**src/rtl/alu_seq_pkg.sv**
```systemverilog
`default_nettype none
// +----------------------------------------------------------------------+
// | alu_seq_pkg : shared types and constants for the ALU program sequencer|
// | Rev 1.0                                                              |
// +----------------------------------------------------------------------+
package alu_seq_pkg;

   typedef enum logic [1:0] {
      ST_IDLE   = 2'd0,
      ST_FETCH  = 2'd1,
      ST_DECODE = 2'd2,
      ST_EXEC   = 2'd3
   } state_t;

   localparam int INSTR_W  = 14;
   localparam int REG_W    = 6;
   localparam int NUM_REGS = 4;

   localparam logic [2:0] OP_ADD  = 3'd0;
   localparam logic [2:0] OP_SUB  = 3'd1;
   localparam logic [2:0] OP_SHF  = 3'd2;
   localparam logic [2:0] OP_AND  = 3'd3;
   localparam logic [2:0] OP_OR   = 3'd4;
   localparam logic [2:0] OP_XOR  = 3'd5;
   localparam logic [2:0] OP_BR   = 3'd6;
   localparam logic [2:0] OP_HALT = 3'd7;

   localparam int OP_MSB   = 13;
   localparam int OP_LSB   = 11;
   localparam int IMM_BIT  = 10;
   localparam int RD_MSB   = 9;
   localparam int RD_LSB   = 8;
   localparam int RS_MSB   = 7;
   localparam int RS_LSB   = 6;
   localparam int MASK_MSB = 9;
   localparam int MASK_LSB = 6;
   localparam int DATA_MSB = 5;
   localparam int RS2_MSB  = 1;

   localparam int FLG_N = 0;
   localparam int FLG_P = 1;
   localparam int FLG_Z = 2;
   localparam int FLG_O = 3;

endpackage
`default_nettype wire

```
**src/rtl/alu_seq_regfile.sv**
```systemverilog
`default_nettype none
// +----------------------------------------------------------------------+
// | alu_seq_regfile : 4x6 register file, two operand reads, debug read   |
// | Rev 1.0                                                              |
// +----------------------------------------------------------------------+
module alu_seq_regfile
   import alu_seq_pkg::*;
(
   input  logic             i_clk,
   input  logic             i_rst,
   input  logic             i_we,
   input  logic [1:0]       i_waddr,
   input  logic [REG_W-1:0] i_wdata,
   input  logic [1:0]       i_raddr0,
   input  logic [1:0]       i_raddr1,
   input  logic [1:0]       i_raddr2,
   output logic [REG_W-1:0] o_rdata0,
   output logic [REG_W-1:0] o_rdata1,
   output logic [REG_W-1:0] o_rdata2
);

   logic [REG_W-1:0] regs_q [NUM_REGS];

   always_ff @(posedge i_clk) begin
      if (i_rst) begin
         for (int i = 0; i < NUM_REGS; i++) begin
            regs_q[i] <= '0;
         end
      end else if (i_we) begin
         regs_q[i_waddr] <= i_wdata;
      end
   end

   // Reads see the pre-write contents when a write lands in the same cycle.
   assign o_rdata0 = regs_q[i_raddr0];
   assign o_rdata1 = regs_q[i_raddr1];
   assign o_rdata2 = regs_q[i_raddr2];

endmodule
`default_nettype wire

```
**src/rtl/alu_seq_ctrl.sv**
```systemverilog
`default_nettype none
// +----------------------------------------------------------------------+
// | alu_seq_ctrl : fetch/decode/execute sequencer driving the 6-bit ALU  |
// | Rev 1.0                                                              |
// +----------------------------------------------------------------------+
module alu_seq_ctrl
   import alu_seq_pkg::*;
#(
   parameter int PC_W      = 6,
   parameter int MAX_STEPS = 63
) (
   input  logic               i_clk,
   input  logic               i_rst,
   input  logic               i_start,
   output logic               o_busy,
   output logic               o_done,
   output logic               o_error,
   output logic [PC_W-1:0]    o_pc,
   input  logic [INSTR_W-1:0] i_instr,
   output logic [REG_W-1:0]   o_arg0,
   output logic [REG_W-1:0]   o_arg1,
   output logic [2:0]         o_oper,
   output logic [REG_W-1:0]   o_data,
   output logic               o_imm,
   input  logic [REG_W-1:0]   i_result,
   input  logic [3:0]         i_flag,
   input  logic [1:0]         i_rsel,
   output logic [REG_W-1:0]   o_rdata,
   output logic [3:0]         o_flags
);

   localparam int STEP_W = $clog2(MAX_STEPS + 1);

   state_t               state_q;
   logic [PC_W-1:0]      pc_q;
   logic [PC_W-1:0]      pc_d;
   logic [INSTR_W-1:0]   ir_q;
   logic [STEP_W-1:0]    steps_q;
   logic [STEP_W-1:0]    steps_d;
   logic [3:0]           flags_q;
   logic                 busy_q;
   logic                 done_q;
   logic                 error_q;

   logic [2:0]           ir_op;
   logic [3:0]           ir_mask;
   logic [REG_W-1:0]     ir_data;
   logic                 ex_alu;
   logic                 br_taken;
   logic [REG_W-1:0]     rf_rdata0;
   logic [REG_W-1:0]     rf_rdata1;

   assign ir_op   = ir_q[OP_MSB:OP_LSB];
   assign ir_mask = ir_q[MASK_MSB:MASK_LSB];
   assign ir_data = ir_q[DATA_MSB:0];

   alu_seq_regfile u_regfile (
      .i_clk    (i_clk),
      .i_rst    (i_rst),
      .i_we     (ex_alu),
      .i_waddr  (ir_q[RD_MSB:RD_LSB]),
      .i_wdata  (i_result),
      .i_raddr0 (ir_q[RS_MSB:RS_LSB]),
      .i_raddr1 (ir_q[RS2_MSB:0]),
      .i_raddr2 (i_rsel),
      .o_rdata0 (rf_rdata0),
      .o_rdata1 (rf_rdata1),
      .o_rdata2 (o_rdata)
   );

   always_comb begin
      ex_alu   = (state_q == ST_EXEC) && (ir_op != OP_BR) && (ir_op != OP_HALT);
      o_arg0   = '0;
      o_arg1   = '0;
      o_oper   = OP_ADD;
      o_data   = '0;
      o_imm    = 1'b0;
      // Outside an ALU execute the ALU is parked on a zero-operand add.
      if (ex_alu) begin
         o_arg0 = rf_rdata0;
         o_arg1 = rf_rdata1;
         o_oper = ir_op;
         o_data = ir_data;
         o_imm  = ir_q[IMM_BIT];
      end
      br_taken = (ir_mask == 4'b0000) || ((ir_mask & flags_q) != 4'b0000);
      if ((ir_op == OP_BR) && br_taken) begin
         pc_d = PC_W'(ir_data);
      end else begin
         pc_d = pc_q + PC_W'(1);
      end
      steps_d = steps_q + STEP_W'(1);
   end

   always_ff @(posedge i_clk) begin
      if (i_rst) begin
         state_q <= ST_IDLE;
         pc_q    <= '0;
         ir_q    <= '0;
         steps_q <= '0;
         flags_q <= '0;
         busy_q  <= 1'b0;
         done_q  <= 1'b0;
         error_q <= 1'b0;
      end else begin
         done_q <= 1'b0;
         case (state_q)
            ST_IDLE: begin
               // A start coinciding with the done pulse waits one cycle.
               if (i_start && !done_q) begin
                  state_q <= ST_FETCH;
                  pc_q    <= '0;
                  steps_q <= '0;
                  error_q <= 1'b0;
                  busy_q  <= 1'b1;
               end
            end
            ST_FETCH: begin
               state_q <= ST_DECODE;
            end
            ST_DECODE: begin
               ir_q    <= i_instr;
               state_q <= ST_EXEC;
            end
            ST_EXEC: begin
               if (ir_op == OP_HALT) begin
                  done_q  <= 1'b1;
                  busy_q  <= 1'b0;
                  state_q <= ST_IDLE;
               end else begin
                  if (ex_alu) begin
                     flags_q <= i_flag;
                  end
                  pc_q    <= pc_d;
                  steps_q <= steps_d;
                  if (steps_d == STEP_W'(MAX_STEPS)) begin
                     done_q  <= 1'b1;
                     error_q <= 1'b1;
                     busy_q  <= 1'b0;
                     state_q <= ST_IDLE;
                  end else begin
                     state_q <= ST_FETCH;
                  end
               end
            end
            default: begin
               state_q <= ST_IDLE;
            end
         endcase
      end
   end

   assign o_pc    = pc_q;
   assign o_busy  = busy_q;
   assign o_done  = done_q;
   assign o_error = error_q;
   assign o_flags = flags_q;

endmodule
`default_nettype wire

```
**config.mk**
```make
export PLATFORM = sky130hd
export DESIGN_NAME = alu_seq_ctrl
export DESIGN_NICKNAME = d
export VERILOG_FILES = /design/src/rtl/alu_seq_pkg.sv /design/src/rtl/alu_seq_regfile.sv /design/src/rtl/alu_seq_ctrl.sv
export SDC_FILE = /design/constraint.sdc
export NUM_CORES = 1
export LEC_CHECK = 0
export ABC_CLOCK_PERIOD_IN_PS = 2760
export BUFFER_PORTS_ARGS = -buffer_cell sky130_fd_sc_hd__clkbuf_2
export CORE_MARGIN = 2
export CORE_UTILIZATION = 45
export DETAILED_ROUTE_END_ITERATION = 6
export GPL_TIMING_DRIVEN = 1
export PLACE_DENSITY = 0.66
export SLEW_MARGIN = 20
export SYNTH_ARGS = -nofsm -noshare
export SYNTH_HDL_FRONTEND = slang
export SYNTH_SLANG_ARGS = --single-unit
```
**constraint.sdc**
```tcl
create_clock -name i_clk -period 2.76 [get_ports i_clk]
set_input_delay 0.276 -clock i_clk [delete_from_list [all_inputs] [get_ports i_clk]]
set_output_delay 0.276 -clock i_clk [all_outputs]
set_load 0.05 [all_outputs]
```
==> results.sh <==
export IMPL_outcome="finished, final reports clean"
export IMPL_synth_avg_cell_area_um2=11.3
export IMPL_dp_cells=447
export IMPL_cts_made_buffers=9
export IMPL_synth_top_area_share_pct=23.7
export IMPL_fin_nets=395
export IMPL_start_kind="flop"
export IMPL_die_area_um2=8030
export IMPL_floorplan_initialDensity_pct=46.0
export IMPL_power_density_nw_per_um2=763
export IMPL_end_kind="output port"
export IMPL_p_int_w=0.00195
export IMPL_pwr_share_clk_pct=28.8
export IMPL_maxSlewViolCount=0
export IMPL_hpwl_um=5550
export IMPL_clk_latency_ps=340
export IMPL_coreArea_um2=7180
export IMPL_worstHoldPathType="in2reg"
export IMPL_gr_usage_all_layers_pct=20.2
export IMPL_grt_overflow=0
export IMPL_drt_wl_total_um=7710
export IMPL_tightest_slew_ps=751
export IMPL_grt_pass1_wl_um=12000
export IMPL_clkTransAtPathRegs_ps=70
export IMPL_yosys_top_cells_count="dfxtp_1, and3_1, edfxtp_1"
export IMPL_num_vias=2586
export IMPL_ant_nets=0
export IMPL_worst_hold_slack_ps=160
export IMPL_max_stage_delay_ps=600
export IMPL_postSynthCellCount=292
export IMPL_power_frac_comb_pct=30.4
export IMPL_fin_crit_sh_pct=80.1
export IMPL_yosys_area_top_type="dfxtp_1"
export IMPL_area_delta_synth_final_pct=19.1
export IMPL_synth_most_common_cell="dfxtp_1"
export IMPL_relSlewSlack_pct=49.9
export IMPL_synthArstFlopShare_pct=0
export IMPL_fin_skew_ps=11.6
export IMPL_cts_sinks=63
export IMPL_synth_edff_count=24
export IMPL_grt_max_degree=38
export IMPL_num_antenna_cells=0
export IMPL_synth_distinct_cells=39
export IMPL_clockBufferDepth=2
export IMPL_yosysWarnings=0
export IMPL_fill_cells=628
export IMPL_hold_viol=0
export IMPL_grt_pass1_vias=2397
export IMPL_maxClockFrequency_ghz=0.452
export IMPL_ys_seq_area_share_pct=45.5
export IMPL_firstDrtPassIters=4
export IMPL_die_h_um=89.6
export IMPL_cp_data_required_time_ps=2480
export IMPL_drt_initial_drc_count=135
export IMPL_fin_total_pwr_w=0.00300
export IMPL_postCtsSetupRepairBufs=0
export IMPL_wl_per_cell_um=16.6
export IMPL_synth_seq_cells=63
export IMPL_portBuffers=69
export IMPL_globalplace_congestion=0.800
export IMPL_vias_per_cell=5.59
export IMPL_synth_ff_type="dfxtp_1"
export IMPL_syn_area_um2=3300
export IMPL_power_leakage_nw=1.64
export IMPL_post_layout_nonfiller_instances=463
export IMPL_drive_gt1_share_pct=31.6
export IMPL_setup_viol_count_final=0
export IMPL_cap_violations=0
export IMPL_setup_tns_ps=0
export IMPL_power_frac_seq_pct=40.8
export IMPL_path_cells="mux4_2 -> and3_1 -> clkbuf_2"
export IMPL_p_sw_share_pct=34.9
export IMPL_period_needed_ps=2210
export IMPL_ctsResizeCount=0
export IMPL_worstPathMaxFanout=6
export IMPL_cts_tree="done"
export IMPL_h_tree_depth=3
export IMPL_postCtsHoldBufs=0
export IMPL_rsz0062_at_grt="no"
export IMPL_grt_antenna_before_repair=0
export IMPL_worst_path_dominant_cell_family="flip-flops"
export IMPL_p_sw_w=0.00104
export IMPL_ir_drop_uv=434
export IMPL_num_rows=31
export IMPL_crit_type="reg2out"
export IMPL_drcViolationCount=0
export IMPL_worst_ep_arrival_time_ps=1930
export IMPL_root_buffer="clkbuf_8"
export IMPL_syn_nets=328
export IMPL_worst_path_buf_inv=1
export IMPL_synth_area_leaders="dfxtp_1, edfxtp_1, mux4_2"
export IMPL_slowest_stage="dfxtp_1"
export IMPL_die_x_um=89.6
export IMPL_ios=70
-- routing by layer --
layer	global-route usage [%]	share of wire, %	vias up
met5	0	0	-
met4	11.0	2.4	0
met3	3.66	4.8	17
met2	31.3	48	77
met1	27.0	45	1255
li1	-	-	1237
-- final cells by class --
cell class | instances | area [µm²] | area share [%]
clock buffers | 12 | 166 | 4.24
well taps | 99 | 124 | 3.15
repair buffers | 75 | 390 | 9.94
multi-input cells | 204 | 1670 | 42.6
inverters | 6 | 22.5 | 0.573
flip-flops and latches | 63 | 1500 | 38.2
clock inverters | 4 | 51.3 | 1.31
-- final timing paths --
check	depth (start not counted)	slack, ps	from	to
worst max-delay path	3	550	flop	o_arg1[1]
worst min-delay path	3	160	i_flag[2]	o_flags[2]
worst max register to register	6	760	state_q[1]	u_regfile.regs_q[1][4]
worst min register to register	2	480	o_flags[1]	o_flags[1]
-- cell families (layout without fill, tap and decap cells) --
family,count (synthesis),in the layout,share of synthesized area [%]
buffers and inverters,25,97,3.76
AND/OR/NAND/NOR,111,111,18.2
flip-flops,63,63,45.5
AO/OA/AOI/OAI,46,46,11.0
multiplexers,38,38,18.4
XOR/XNOR,2,2,0.531
adder cells (fa/ha/maj),7,7,2.66
-- worst register-to-register path: stages (launching register included) --
cell      delay (ps)
dfxtp_1          410
ha_1             340
nand2b_1         140
a21oi_1          130
buf_4            180
and3b_1          270
or2_2            230
-- registers in the layout, summed over array words and instances (netlist names), named ones only --
register	cells
o_flags	4
state_q	2
o_error	1
u_regfile.regs_q	24
steps_q	6
ir_q	14
o_done	1
o_busy	1
o_pc	6
-- placed cells by master, fill, tap and decap left out, types with 2 or more instances in the layout --
| master | netlist | routed |
|---|---|---|
| a21oi_1 | 15 | 15 |
| o2bb2ai_1 | 6 | 6 |
| nand2b_1 | 6 | 6 |
| dfxtp_1 | 39 | 39 |
| o32ai_1 | 4 | 4 |
| mux4_2 | 18 | 18 |
| clkbuf_2 | 0 | 69 |
| mux2i_1 | 20 | 20 |
| a211oi_1 | 2 | 2 |
| and3_1 | 31 | 31 |
| nor2_1 | 22 | 22 |
| xnor2_1 | 2 | 2 |
| and2_1 | 18 | 18 |
| a22oi_1 | 2 | 2 |
| o21ai_0 | 2 | 2 |
| nand2_1 | 18 | 18 |
| nor2b_1 | 2 | 2 |
| ha_1 | 7 | 7 |
| nand3_1 | 6 | 6 |
| edfxtp_1 | 24 | 24 |
| or2_2 | 2 | 2 |
| a41oi_1 | 2 | 2 |
| a311oi_1 | 4 | 4 |
| buf_4 | 0 | 6 |
| inv_1 | 6 | 6 |
| clkbuf_8 | 3 | 10 |
| and3b_1 | 3 | 3 |
-- through the flow --
step / utilization (%) / instance area, µm² / setup slack, ps
global route: 54.8 / 3930 / 440
CTS: 54.8 / 3930 / 507
global placement: 51.7 / 3710 / 812
detailed placement: 51.7 / 3710 / 788
floorplan: - / 3300 / 917
finish: 54.8 / 3930 / 550
-- power groups by stage --
stage | clock, W | combinational [W] | sequential, W
CTS | 0.000878 | 0.000916 | 0.00122
global route | 0.000918 | 0.000991 | 0.00124
detailed placement | 0 | 0.000911 | 0.00124
global placement | 0 | 0.000900 | 0.00123
finish | 0.000863 | 0.000912 | 0.00122
floorplan | 0 | 0.000702 | 0.00123
Note: power is estimated with default switching activity, not from simulation.
